`src/rtl/encoder83_pending_if.sv`:
```
// Request/consumer bundle for the 8-to-3 pending priority encoder.
// The encoder sits on the slave side; the request sources and the code consumer sit on the master side.
interface encoder83_pending_if;
   logic [7:0] Data_in;
   logic [2:0] Data_out;
   logic       Valid_out;
   logic       Ready_in;
   logic [7:0] Pending_out;
   logic       Overrun_out;

   modport master (
      output Data_in,
      output Ready_in,
      input  Data_out,
      input  Valid_out,
      input  Pending_out,
      input  Overrun_out
   );

   modport slave (
      input  Data_in,
      input  Ready_in,
      output Data_out,
      output Valid_out,
      output Pending_out,
      output Overrun_out
   );
endinterface

```
`src/rtl/encoder83_pending.sv`:
```
// 8-to-3 priority encoder with latched requests and a valid/ready output handshake.
// Requests are merged into a pending register; the winning index is retired on its handshake.
module encoder83_pending #(
   parameter bit HIGH_FIRST = 1'b1
) (
   input  logic                clk,
   input  logic                rst_n,
   encoder83_pending_if.slave  bus
);

   typedef enum logic {
      IDLE    = 1'b0,
      PRESENT = 1'b1
   } state_t;

   state_t     state_q, state_nx;
   logic [7:0] pend_q, pend_nx;
   logic [7:0] clr;
   logic [2:0] code_q, code_nx;
   logic       valid_q, valid_nx;
   logic       ovr_q, ovr_nx;
   logic       hs;

   // Later iterations overwrite earlier ones, so scan from lowest to highest priority.
   function automatic logic [2:0] top_index(input logic [7:0] req);
      logic [2:0] idx;
      top_index = 3'd0;
      for (int k = 0; k < 8; k++) begin
         idx = HIGH_FIRST ? 3'(k) : 3'(7 - k);
         if (req[idx]) top_index = idx;
      end
   endfunction

   assign hs      = valid_q & bus.Ready_in;
   assign clr     = hs ? (8'd1 << code_q) : 8'd0;
   // Set wins: a retiring bit re-asserted in its handshake cycle stays pending.
   assign pend_nx = (pend_q & ~clr) | bus.Data_in;
   assign ovr_nx  = |(bus.Data_in & pend_q & ~clr);

   // NOTE: every always_comb output gets a default first, so no path leaves a latch behind.
   always_comb begin
      state_nx = state_q;
      code_nx  = code_q;
      valid_nx = valid_q;
      unique case (state_q)
         IDLE: begin
            if (pend_nx != 8'd0) begin
               code_nx  = top_index(pend_nx);
               valid_nx = 1'b1;
               state_nx = PRESENT;
            end
         end
         PRESENT: begin
            // No preemption: the presented code only moves on a handshake.
            if (hs) begin
               if (pend_nx != 8'd0) begin
                  code_nx = top_index(pend_nx);
               end else begin
                  valid_nx = 1'b0;
                  state_nx = IDLE;
               end
            end
         end
         default: begin
            state_nx = IDLE;
            valid_nx = 1'b0;
         end
      endcase
   end

   // NOTE: state registers use non-blocking assignments so all of them update from pre-edge values.
   always_ff @(posedge clk or negedge rst_n) begin
      if (!rst_n) begin
         state_q <= IDLE;
         pend_q  <= 8'd0;
         code_q  <= 3'd0;
         valid_q <= 1'b0;
         ovr_q   <= 1'b0;
      end else begin
         state_q <= state_nx;
         pend_q  <= pend_nx;
         code_q  <= code_nx;
         valid_q <= valid_nx;
         ovr_q   <= ovr_nx;
      end
   end

   assign bus.Data_out    = code_q;
   assign bus.Valid_out   = valid_q;
   assign bus.Pending_out = pend_q;
   assign bus.Overrun_out = ovr_q;

endmodule

```
`src/flat_wrapper.sv`:
```
// flat-port wrapper written by rule: the top's interface ports become plain ports
module encoder83_pending_flat 
#(
   parameter bit HIGH_FIRST = 1'b1
)
  (clk, rst_n, bus_Data_in, bus_Ready_in, bus_Data_out, bus_Valid_out, bus_Pending_out, bus_Overrun_out);
  encoder83_pending_if bus_i ();
  input  logic clk;
  input  logic rst_n;
  input wire logic [$bits(bus_i.Data_in)-1:0] bus_Data_in;
  input wire logic [$bits(bus_i.Ready_in)-1:0] bus_Ready_in;
  output wire logic [$bits(bus_i.Data_out)-1:0] bus_Data_out;
  output wire logic [$bits(bus_i.Valid_out)-1:0] bus_Valid_out;
  output wire logic [$bits(bus_i.Pending_out)-1:0] bus_Pending_out;
  output wire logic [$bits(bus_i.Overrun_out)-1:0] bus_Overrun_out;
  assign bus_i.Data_in = bus_Data_in;
  assign bus_i.Ready_in = bus_Ready_in;
  assign bus_Data_out = bus_i.Data_out;
  assign bus_Valid_out = bus_i.Valid_out;
  assign bus_Pending_out = bus_i.Pending_out;
  assign bus_Overrun_out = bus_i.Overrun_out;
  encoder83_pending #(.HIGH_FIRST(HIGH_FIRST)) u_core (.clk(clk), .rst_n(rst_n), .bus(bus_i));
endmodule
```
`config.mk`:
```
export PLATFORM = sky130hd
export DESIGN_NAME = encoder83_pending_flat
export DESIGN_NICKNAME = d
export VERILOG_FILES = /design/src/rtl/encoder83_pending_if.sv /design/src/rtl/encoder83_pending.sv /design/src/flat_wrapper.sv
export SDC_FILE = /design/constraint.sdc
export NUM_CORES = 1
export LEC_CHECK = 0
export BUFFER_PORTS_ARGS = -buffer_cell sky130_fd_sc_hd__buf_2
export CAP_MARGIN = 5
export CORE_AREA = 4 4 46 48
export CTS_CLUSTER_DIAMETER = 120
export DETAILED_ROUTE_END_ITERATION = 8
export DIE_AREA = 0 0 50 52
export GPL_TIMING_DRIVEN = 1
export PLACE_DENSITY = 0.8
export SLEW_MARGIN = 20
export SYNTH_ARGS = -nofsm -noshare
export SYNTH_HDL_FRONTEND = slang
export SYNTH_SLANG_ARGS = --single-unit
```
`constraint.sdc`:
```
create_clock -name clk -period 2.5 [get_ports clk]
set_clock_uncertainty 0.1 [all_clocks]
set_input_delay 0.125 -clock clk [delete_from_list [all_inputs] [get_ports clk]]
set_output_delay 0.125 -clock clk [all_outputs]
set_load 0.005 [all_outputs]
```
==> impl_summary.md, run 1 <==
Outcome
The run finished with clean final reports.

Floorplanning
The top-level I/O count is 24. The floorplan has 15 rows. The initial utilization of the core area, before any placement, comes to 0.465. The die is 50 um wide. In this run the vertical extent of the chip is 52 um.

The floorplan step defined a core boundary enclosing 1710 um2. The floorplan step defined a die boundary enclosing 2600 um2.

Placed design
The HPWL after detailed placement is 1380 um. Buffers placed on the I/O ports in this run total 23. The last weighted congestion value of the routability-driven placer is 0.852.

Pwr
Power spread over the standard cell area amounts to 470 nW/um2. The leakage power is 0.000415 uW. The peak supply drop is 288 uV.

Synth
Of the post-synthesis cell area, the dominant cell type holds 0.441. Yosys instantiated no cell more often than dfrtp_1. The portion of the post-synthesis area used by sequential elements is 0.441.

Synthesis produced a netlist whose cell count is 77. Sorting the synthesized cells by area gives the leading types as dfrtp_1 (44%), o31a_1 (5.5%), or2_2 (5.5%). Dividing the synthesized area by the synthesized cell count gives 10.3 um2. The async set-reset flop share out of synthesis is 1.00. When the netlist entered floorplanning its net count stood at 88. Summed over all instances, the cell type with the most area after synthesis is dfrtp_1.

The count of flip-flops with a built-in enable after synthesis is 0. Ranked by instance count, the synthesized netlist is headed by dfrtp_1 (14), inv_1 (8), or2_2 (7), o31a_1 (5). Synthesis inferred 14 register bits.

The synthesized netlist occupies a cell area of 795 um2. The Yosys step of the flow raised 0 warnings. The prevailing post-synth register cell is dfrtp_1. The count of different cell masters after synthesis is 33.

Clock network
The number of buffers created by CTS is 3. The number of buffers on the longest clock path is 2. The register clock-pin slew on the reported worst setup and hold paths is 0.07 ns. For this design, the sink count on the clock tree is 14. The CTS H-tree depth is 1. After clock tree synthesis, the flow added hold-fix buffers numbering 1.

The insertion delay of the later-clocked pin in the worst-skew pair is 0.27 ns. The root buffer cell is clkbuf_4. The TritonCTS clock tree is done. The post-CTS setup-driven buffer insertion count is 0. In this run, post-CTS repair resized a total of 0 instances.

Route
The routed wire length is 1800 um. The starting DRC count in detailed routing is 14. The detailed-routing iteration count for the pre-antenna-repair pass is 4. Dividing the detail-routed wire length by the instance count gives 14.0 um.

The remaining number of nets flagged by the antenna check after routing is 0. The via count is 709. Dividing the detail-routed via count by the number of cells gives 5.54.

After detailed routing, the number of remaining DRC violations is 0.

Setup path
Data arrives at the worst endpoint at 2.31 ns. STA puts the critical path data required time at 2.56 ns. Of all nets on the critical path, the largest fanout is 8. The type of the worst setup path is reg2reg. The type of element launching the critical path is a flip-flop. The worst setup path is captured at a flip-flop.

Final layout
The final layout net count is 116. The number of antenna diodes is 0. The area growth from synthesis to layout is 22.2%. At the end of the flow the core is filled with cells to 0.568.

The register area is 350 um2. The footprint of the multi-input gates is 404 um2. After filler insertion, the fill cell instance count of the layout stands at 142. The fraction of final layout cells sized beyond drive strength 1 is 0.398.

Global route
Summed over all layers, the global routing overflow is 0. The number of antenna violations at the first check in global routing is 0. The via count of the first global-routing pass is 701. The global-route wire length before repair is 3120 um. Entering global routing, the biggest net connects 15 pins. In the global route stage, overall resource usage came out at 0.160.

Timing
In this run the tightest slew margin relative to its limit is 0.736. After layout, the minimum clock period comes to 2.25 ns. The sum of negative setup slack is 0 ns. The post-route clock period utilization is 0.901.

The highest attainable clock frequency is 0.444 GHz. The number of endpoints with negative hold slack in the final report came to 0. The slew at the pin with the worst max-slew slack is 0.385 ns. The max-slew violation total from the final report is 0. Setup repair after global routing left no endpoint under its margin. Setup violations remaining at the end of the flow were counted as 0.

Run
Max-cap violations in this run came to 0.

Worst hold path
The class of the tightest hold or removal check is in2reg.
## final cells by class
type / count / area share
multi-input cells: 53 / 0.416
flip-flops and latches: 14 / 0.361
repair buffers: 25 / 0.137
well taps: 25 / 0.0322
inverters: 8 / 0.0309
clock buffers: 3 / 0.0232
## metal layers
layer | global-route usage | part of all wire | up-vias
li1 | - | - | 343
met1 | 0.208 | 0.46 | 333
met2 | 0.248 | 0.45 | 31
met3 | 0.0430 | 0.089 | 2
met4 | 0.0691 | 0.0056 | 0
met5 | 0 | 0 | -
## sequential cells by signal, indices dropped and copies added, names as in the netlist
signal and cells:
u_core.bus.Pending_out 8, u_core.bus.Data_out 3, u_core.bus.Overrun_out 1, u_core.bus.Valid_out 1, u_core.state_q 1
## power by group
| part | total (uW) | switching [uW] | internal [uW] |
|---|---|---|---|
| registers | 251 | 14.1 | 237 |
| clock network | 121 | 65.4 | 55.8 |
| logic | 84.7 | 44.6 | 40.1 |
| total | 457 | 124 | 333 |
## cells by family (layout without fill, tap and decap cells)
family	count (synthesis)	count (layout)	synth area share
buffers and inverters	10	36	0.0504
AND/OR/NAND/NOR	26	26	0.219
flip-flops	14	14	0.441
AO/OA/AOI/OAI	25	25	0.252
multiplexers	2	2	0.0378
## worst max-delay path: stages, from the launching register on
cell,delay [ns]
dfrtp_1,0.42
nand3b_2,0.31
o31a_1,0.36
or2_1,0.28
o31a_1,0.35
mux2_4,0.31
## per-stage QoR
stage	worst slack, ns	instance area, um2	instances	hold WS (ns)	power, uW
global route	0.153	971	128	0.0288	490
global placement	0.277	938	124	-0.0654	337
CTS	0.236	971	128	0.0155	462
detailed placement	0.244	938	124	-0.0579	338
floorplan	0.412	795	77	-0.271	303
finish	0.248	971	128	0.0236	457
## placed cells by master, fill, tap and decap left out, drive strengths merged, types with 2 or more instances in the layout
cell and count:
nor2 2, o211ai 4, or2 9, mux2 2
clkbuf 3, dfrtp 14, a31oi 2, inv 8
nand2 4, or3 2, o31a 5, o21ai 3
buf 24, nand2b 3
## final timing paths
check,start,to,slack [ns],depth (start not counted)
worst max-delay path,u_core.bus.Data_out[2],u_core.bus.Data_out[1],0.25,5
worst min-delay path,bus_Data_in[0],u_core.bus.Pending_out[0],0.02,2
worst max register to register,u_core.bus.Data_out[2],u_core.bus.Data_out[1],0.25,5
worst min register to register,u_core.state_q,u_core.bus.Valid_out,0.38,1
max in group asynchronous,rst_n,u_core.bus.Pending_out[3],1.88,2
min in group asynchronous,rst_n,u_core.bus.Overrun_out,0.18,2
(Power assumes the default switching activity.)
==> run 2, diff against run 1 <==
--- a/config.mk
+++ b/config.mk
@@ -7,10 +7,10 @@
 export LEC_CHECK = 0
 export BUFFER_PORTS_ARGS = -buffer_cell sky130_fd_sc_hd__buf_2
 export CAP_MARGIN = 5
-export CORE_AREA = 4 4 46 48
+export CORE_AREA = 2 2 44 46
 export CTS_CLUSTER_DIAMETER = 120
 export DETAILED_ROUTE_END_ITERATION = 8
-export DIE_AREA = 0 0 50 52
+export DIE_AREA = 0 0 46 48
 export GPL_TIMING_DRIVEN = 1
 export PLACE_DENSITY = 0.8
 export SLEW_MARGIN = 20
==> run 2 against run 1 <==
Flip-flop and latch count stayed put. Count of clock-buffer cells in the layout stayed put. Via count is 1.8% lower. Design area is 1.0% lower. Utilization hardly changed. Critical path type unchanged. Critical endpoint is now u_core.bus.Data_out[0].
==> impl_summary.md, run 2 (same netlist as run 1, synthesis figures left out) <==
Clock network
The root buffer cell is clkbuf_4 (unchanged). The post-CTS setup-driven buffer insertion count is 0 (unchanged). The register clock-pin slew on the reported worst setup and hold paths is 0.08 ns (was 0.07 ns). The CTS H-tree depth is 1 (unchanged). The number of buffers created by CTS is 3 (unchanged).

The TritonCTS clock tree is done (unchanged). The number of clock sinks seen by CTS is 14 (unchanged). The number of gates given a new drive strength after cts is 0 (unchanged).

The insertion delay of the later-clocked pin in the worst-skew pair is 0.28 ns (was 0.27 ns). The number of buffers on the longest clock path is 2 (unchanged). The hold buffer count at CTS was 1 (unchanged).

Final layout
Most frequent cells in the layout: buf_2 (23), dfrtp_1 (14), inv_1 (8) (unchanged). The number of flip-flops in the largest register is 8 (unchanged). The most common library cell in the layout ignoring fill and taps is buf_2 (unchanged).

The footprint of the multi-input gates is 404 um2 (unchanged). The fraction of final layout cells sized beyond drive strength 1 came to 0.398 (unchanged). The synthesis-to-layout area growth is 20.9% (was 22.2%). The register area is 350 um2 (unchanged). The number of antenna diodes came to 0 (unchanged). The final layout net count is 116 (unchanged). The filler cell count in the final layout is 148 (was 142).

Route
The detailed-routing iteration count for the pre-antenna-repair pass is 4 (unchanged). The starting DRC count in detailed routing is 9 (was 14). The via count is 696 (was 709).

The mean number of vias per cell was 5.80 (was 5.54). The average wire length per cell after detail routing came to 15.1 um (was 14.0 um). The remaining number of nets flagged by the antenna check after routing is 0 (unchanged).

The DRC violation count after routing is 0 (unchanged). The routed wire length is 1810 um (was 1800 um).

Timing
The sum of negative setup slack is 0 ns (unchanged). The final worst hold slack is 0.0215 ns (was 0.0236 ns). The worst max-slew margin expressed relative to the limit came to 0.757 (was 0.736).

The highest attainable clock frequency is 0.440 GHz (was 0.444 GHz). Setup repair after global routing missed its margin: no (unchanged). The max-slew violation total from the final report is 0 (unchanged).

The number of setup violations in the final report came to 0 (unchanged). The slew at the pin with the worst max-slew slack is 0.356 ns (was 0.385 ns). The time the worst path needs with I/O delays and setup is 2.27 ns (was 2.25 ns). The number of endpoints with negative hold slack in the final report was 0 (unchanged). The post-route clock period utilization came to 0.910 (was 0.901).

Run
The number of max-cap violations is 0 (unchanged).

Setup path
The largest fanout of any net on the critical path is 8 (unchanged). The source of the critical timing path is u_core.bus.Data_out[2] (unchanged). The type of element launching the critical path is a flip-flop (unchanged). The top cell family by delay on the critical path is compound AO/OA/AOI/OAI gates (unchanged). The count of buffering cells on the critical path with inverters included was 0 (unchanged). The cell type with the highest occurrence count on the critical path was o31a_1 (unchanged). The endpoint of the worst setup timing path is u_core.bus.Data_out[0] (was u_core.bus.Data_out[1]). The worst reg2reg path endpoint was u_core.bus.Data_out[0] (was u_core.bus.Data_out[1]). The critical path's largest stage delay is 0.42 ns (about the same).

The endpoint arrival time on the critical path is 2.34 ns (was 2.31 ns). The register-to-register setup slack is 0.23 ns (was 0.25 ns). The kind of end point of the critical path is a flip-flop (unchanged). The type of the worst setup path is reg2reg (unchanged). The depth of the most critical reg-to-reg path was 5 (unchanged). The required time of the critical path came to 2.57 ns (was 2.56 ns). Cell Chain, Critical Path: nand3b_2, o31a_1, or2_1, o31a_1, mux2_4 (unchanged).

The slowest library cell on the worst path was dfrtp_1 (unchanged). The startpoint of the lowest-slack register-to-register path is u_core.bus.Data_out[2] (unchanged). The number of cells on the critical path came to 5 (unchanged).

Global route
The number of antenna violations at the first check in global routing is 0 (unchanged). The global-route wire length before repair is 2730 um (was 3120 um). The total routing usage reported by global routing is 0.181 (was 0.160). The pin count of the biggest net entering global routing is 15 (unchanged).

The overflow left after global routing came to 0 (unchanged). The via count of the first global-routing pass came to 581 (was 701).

Floorplanning
The area inside the core boundary is 1690 um2 (was 1710 um2). The floorplan die height is 48 um (was 52 um). The area of the die is 2210 um2 (was 2600 um2). The standard-cell row count is 15 (unchanged).

The top-level I/O count is 24 (unchanged). The width of the die is 46 um (was 50 um). The effective utilization at floorplan came to 0.470 (was 0.465).

Pwr
The power dissipated by switching net loads came to 130 uW (was 124 uW). The internal power contribution is 333 uW (about the same). The relative contribution of combinational cells to total power was 0.188 (was 0.185).

The power per standard cell area was 481 nW/um2 (was 470 nW/um2). The peak supply drop is 263 uV (was 288 uV). The part of the power in registers came to 0.541 (was 0.549).

The leakage power is 0.000415 uW (unchanged). The fraction of power spent switching nets was 0.281 (was 0.272). The clock network fraction of total power came to 0.271 (was 0.266).

Placed design
The HPWL after detailed placement is 1370 um (was 1380 um). The last weighted congestion value of the routability-driven placer is 0.816 (was 0.852). The number of I/O port buffers was 23 (unchanged).

Worst hold path
The class of the tightest hold or removal check is in2reg (unchanged).

Outcome
Outcome: complete, no violations (unchanged).
-- run 2: cell counts in the layout (fill, tap and decap cells not counted) --
No cell type changed its count.
-- run 2: metal layers --
metal  track usage  up-vias  share of wire
met5             0        -              0
met4        0.0857        0          0.016
met3        0.0340        5          0.048
met2         0.294       22           0.47
met1         0.231      328           0.46
li1              -      341              -
-- run 2: cell type report --
| class | instances | share of cell area |
|---|---|---|
| clock buffer | 3 | 0.0234 |
| inverter | 8 | 0.0312 |
| multi-input combinational | 53 | 0.421 |
| sequential | 14 | 0.365 |
| tap | 17 | 0.0221 |
| timing repair buffer | 25 | 0.138 |
-- run 2: worst min-delay path by stage --
stage / startpoint / to / slack [ns] / cells after the start
finish: bus_Data_in[2] / u_core.bus.Pending_out[2] / 0.02 / 2
global route: bus_Data_in[0] / u_core.bus.Pending_out[0] / 0.03 / 2
CTS: bus_Data_in[2] / u_core.bus.Pending_out[2] / 0.02 / 2
detailed placement: rst_n / u_core.bus.Overrun_out / -0.06 / 1
global placement: rst_n / u_core.bus.Overrun_out / -0.07 / 1
floorplan: rst_n / u_core.bus.Data_out[0] / -0.27 / 0
-- run 2: stage by stage --
stage | util | std cells | instance area, um2 | worst slack (ns) | power, uW
after floorplan | - | 77 | 795 | 0.412 | 303
after global placement | 0.550 | 116 | 928 | 0.282 | 337
after detailed placement | 0.550 | 116 | 928 | 0.256 | 339
after CTS | 0.569 | 120 | 961 | 0.239 | 464
after global routing | 0.569 | 120 | 961 | 0.182 | 486
final | 0.569 | 120 | 961 | 0.226 | 463
-- run 2: power by group through the flow --
| stage | clock network, uW | registers (uW) | logic [uW] |
|---|---|---|---|
| final | 125 | 250 | 86.9 |
| after global routing | 138 | 253 | 95.2 |
| after CTS | 128 | 251 | 86.1 |
| after detailed placement | 0 | 255 | 84.4 |
| after global placement | 0 | 255 | 82.6 |
| after floorplan | 0 | 249 | 54.2 |
==> run 3, diff against run 2 <==
--- a/config.mk
+++ b/config.mk
@@ -12,6 +12,7 @@
 export DETAILED_ROUTE_END_ITERATION = 8
 export DIE_AREA = 0 0 46 48
 export GPL_TIMING_DRIVEN = 1
+export HOLD_SLACK_MARGIN = 0.15
 export PLACE_DENSITY = 0.8
 export SLEW_MARGIN = 20
 export SYNTH_ARGS = -nofsm -noshare
==> run 3 against run 2 <==
Non-clock buffer count increased by 6. Count of clock-buffer cells in the layout unchanged. Largest cell class unchanged. Sequential share of layout area decreased by 2.1 points. Combinational power increased by 9.2%. First-iteration DRC count increased by 22%. Critical path type unchanged. Flip-flop and latch count unchanged.
==> impl_summary.md, run 3 (same netlist as run 1, synthesis figures left out) <==
Clock network
The number of buffers created by CTS is 3 (unchanged). The number of clock sinks seen by CTS was 14 (unchanged). The post-CTS setup-driven buffer insertion count is 0 (unchanged). The number of buffers on the longest clock path is 2 (unchanged).

The insertion delay of the later-clocked pin in the worst-skew pair is 0.27 ns (was 0.28 ns). The CTS H-tree depth is 1 (unchanged). The register clock-pin slew on the reported worst setup and hold paths is 0.08 ns (about the same). The hold buffer count at CTS is 7 (was 1). The TritonCTS clock tree is done (unchanged).

The root buffer cell is clkbuf_4 (unchanged). The number of gates given a new drive strength after cts is 0 (unchanged).

Route
The mean number of vias per cell is 5.79 (was 5.80). The DRC violation count after routing is 0 (unchanged). The via count is 730 (was 696). The average wire length per cell after detail routing is 15.4 um (was 15.1 um). The starting DRC count in detailed routing is 11 (was 9). The routed wire length came to 1940 um (was 1810 um).

The remaining number of nets flagged by the antenna check after routing is 0 (unchanged). The detailed-routing iteration count for the pre-antenna-repair pass was 4 (unchanged).

Placed design
The number of I/O port buffers is 23 (unchanged). The last weighted congestion value of the routability-driven placer is 0.816 (unchanged). The HPWL after detailed placement came to 1370 um (unchanged).

Timing
The worst max-slew margin expressed relative to the limit came to 0.756 (was 0.757). The time the worst path needs with I/O delays and setup is 2.27 ns (about the same). The number of endpoints with negative hold slack in the final report is 0 (unchanged). The highest attainable clock frequency is 0.440 GHz (about the same). The slew at the pin with the worst max-slew slack is 0.357 ns (was 0.356 ns).

The final worst hold slack is 0.168 ns (was 0.0215 ns). Setup repair after global routing missed its margin: no (unchanged). The post-route clock period utilization was 0.909 (was 0.910). The max-slew violation total from the final report is 0 (unchanged). The number of setup violations in the final report is 0 (unchanged). The sum of negative setup slack is 0 ns (unchanged).

Final layout
The number of antenna diodes is 0 (unchanged). The fraction of final layout cells sized beyond drive strength 1 was 0.376 (was 0.398). The most common library cell in the layout ignoring fill and taps was buf_2 (unchanged). The final layout net count was 122 (was 116).

The synthesis-to-layout area growth is 28.5% (was 20.9%). Most frequent cells in the layout: buf_2 (23), dfrtp_1 (14), inv_1 (8) (unchanged). The number of flip-flops in the largest register came to 8 (unchanged). The filler cell count in the final layout is 141 (was 148).

Floorplanning
The top-level I/O count was 24 (unchanged). The floorplan die height is 48 um (unchanged). The width of the die is 46 um (unchanged). The area inside the core boundary is 1690 um2 (unchanged). The standard-cell row count was 15 (unchanged).

The effective utilization at floorplan was 0.470 (unchanged). The area of the die is 2210 um2 (unchanged).

Pwr
The relative contribution of combinational cells to total power is 0.202 (was 0.188). The clock network fraction of total power is 0.264 (was 0.271). The fraction of power spent switching nets was 0.279 (was 0.281).

The part of the power in registers is 0.533 (was 0.541). The power per standard cell area came to 460 nW/um2 (was 481 nW/um2). The leakage power was 0.000440 uW (was 0.000415 uW). The internal power contribution is 339 uW (was 333 uW). The peak supply drop is 264 uV (was 263 uV). The power dissipated by switching net loads was 131 uW (was 130 uW).

Worst hold path
The class of the tightest hold or removal check is in2async (was in2reg).

Outcome
Outcome: complete, no violations (unchanged).

Setup path
The largest fanout of any net on the critical path is 8 (unchanged). The worst reg2reg path endpoint is u_core.bus.Data_out[0] (unchanged). The type of element launching the critical path is a flip-flop (unchanged). The depth of the most critical reg-to-reg path is 5 (unchanged). The kind of end point of the critical path is a flip-flop (unchanged).

The startpoint of the lowest-slack register-to-register path is u_core.bus.Data_out[2] (unchanged). The endpoint arrival time on the critical path came to 2.34 ns (about the same). The required time of the critical path is 2.57 ns (about the same). The type of the worst setup path is reg2reg (unchanged). The register-to-register setup slack is 0.23 ns (about the same).

Global route
The total routing usage reported by global routing is 0.191 (was 0.181). The pin count of the biggest net entering global routing was 15 (unchanged). The via count of the first global-routing pass came to 623 (was 581). The number of antenna violations at the first check in global routing is 0 (unchanged). The global-route wire length before repair came to 2860 um (was 2730 um). The overflow left after global routing is 0 (unchanged).

Run
The number of max-cap violations came to 0 (unchanged).
-- run 3: metal layers --
layer  wire (um)  vias up  track usage
li1            -      351            -
met1         872      338        0.231
met2         919       35        0.314
met3          99        6       0.0377
met4          46        0        0.114
met5           0        -            0
-- run 3: worst max-delay path: stages (launching register included) --
cell	delay, ns
dfrtp_1	0.41
nand3b_2	0.32
o31a_1	0.37
or2_1	0.30
o31a_1	0.35
mux2_4	0.31
-- run 3: worst max path at each step --
| stage | end | start | depth (start not counted) |
|---|---|---|---|
| 3_3_place_gp | u_core.bus.Data_out[1] | u_core.bus.Data_out[2] | 5 |
| 6_report | u_core.bus.Data_out[0] | u_core.bus.Data_out[2] | 5 |
| 5_1_grt | u_core.bus.Data_out[0] | u_core.bus.Data_out[2] | 5 |
| 3_5_place_dp | u_core.bus.Data_out[0] | u_core.bus.Data_out[2] | 5 |
| 2_1_floorplan | u_core.bus.Data_out[0] | u_core.bus.Data_out[2] | 5 |
| 4_1_cts | u_core.bus.Data_out[0] | u_core.bus.Data_out[2] | 5 |
-- run 3: cell type report --
cell class | instances | area [um2] | share of cell area
clock buffers | 3 | 22.5 | 0.0221
inverters | 8 | 30.0 | 0.0294
multi-input cells | 53 | 404 | 0.396
flip-flops and latches | 14 | 350 | 0.343
well taps | 17 | 21.3 | 0.0208
repair buffers | 31 | 193 | 0.189
-- run 3: power groups by stage --
stage	Clock, uW	Combinational (uW)	Sequential [uW]
floorplan	0	54.2	249
global route	138	103	253
CTS	128	93.1	251
finish	124	94.9	250
detailed placement	0	84.4	255
global placement	0	82.6	255
-- run 3: metrics by stage --
step	cell area, um2	std cells	worst slack [ns]	utilization	total power [uW]
after floorplan	795	77	0.412	-	303
after global placement	928	116	0.282	0.550	337
after detailed placement	928	116	0.256	0.550	339
after CTS	1020	126	0.239	0.604	471
after global routing	1020	126	0.182	0.604	494
final	1020	126	0.228	0.604	470
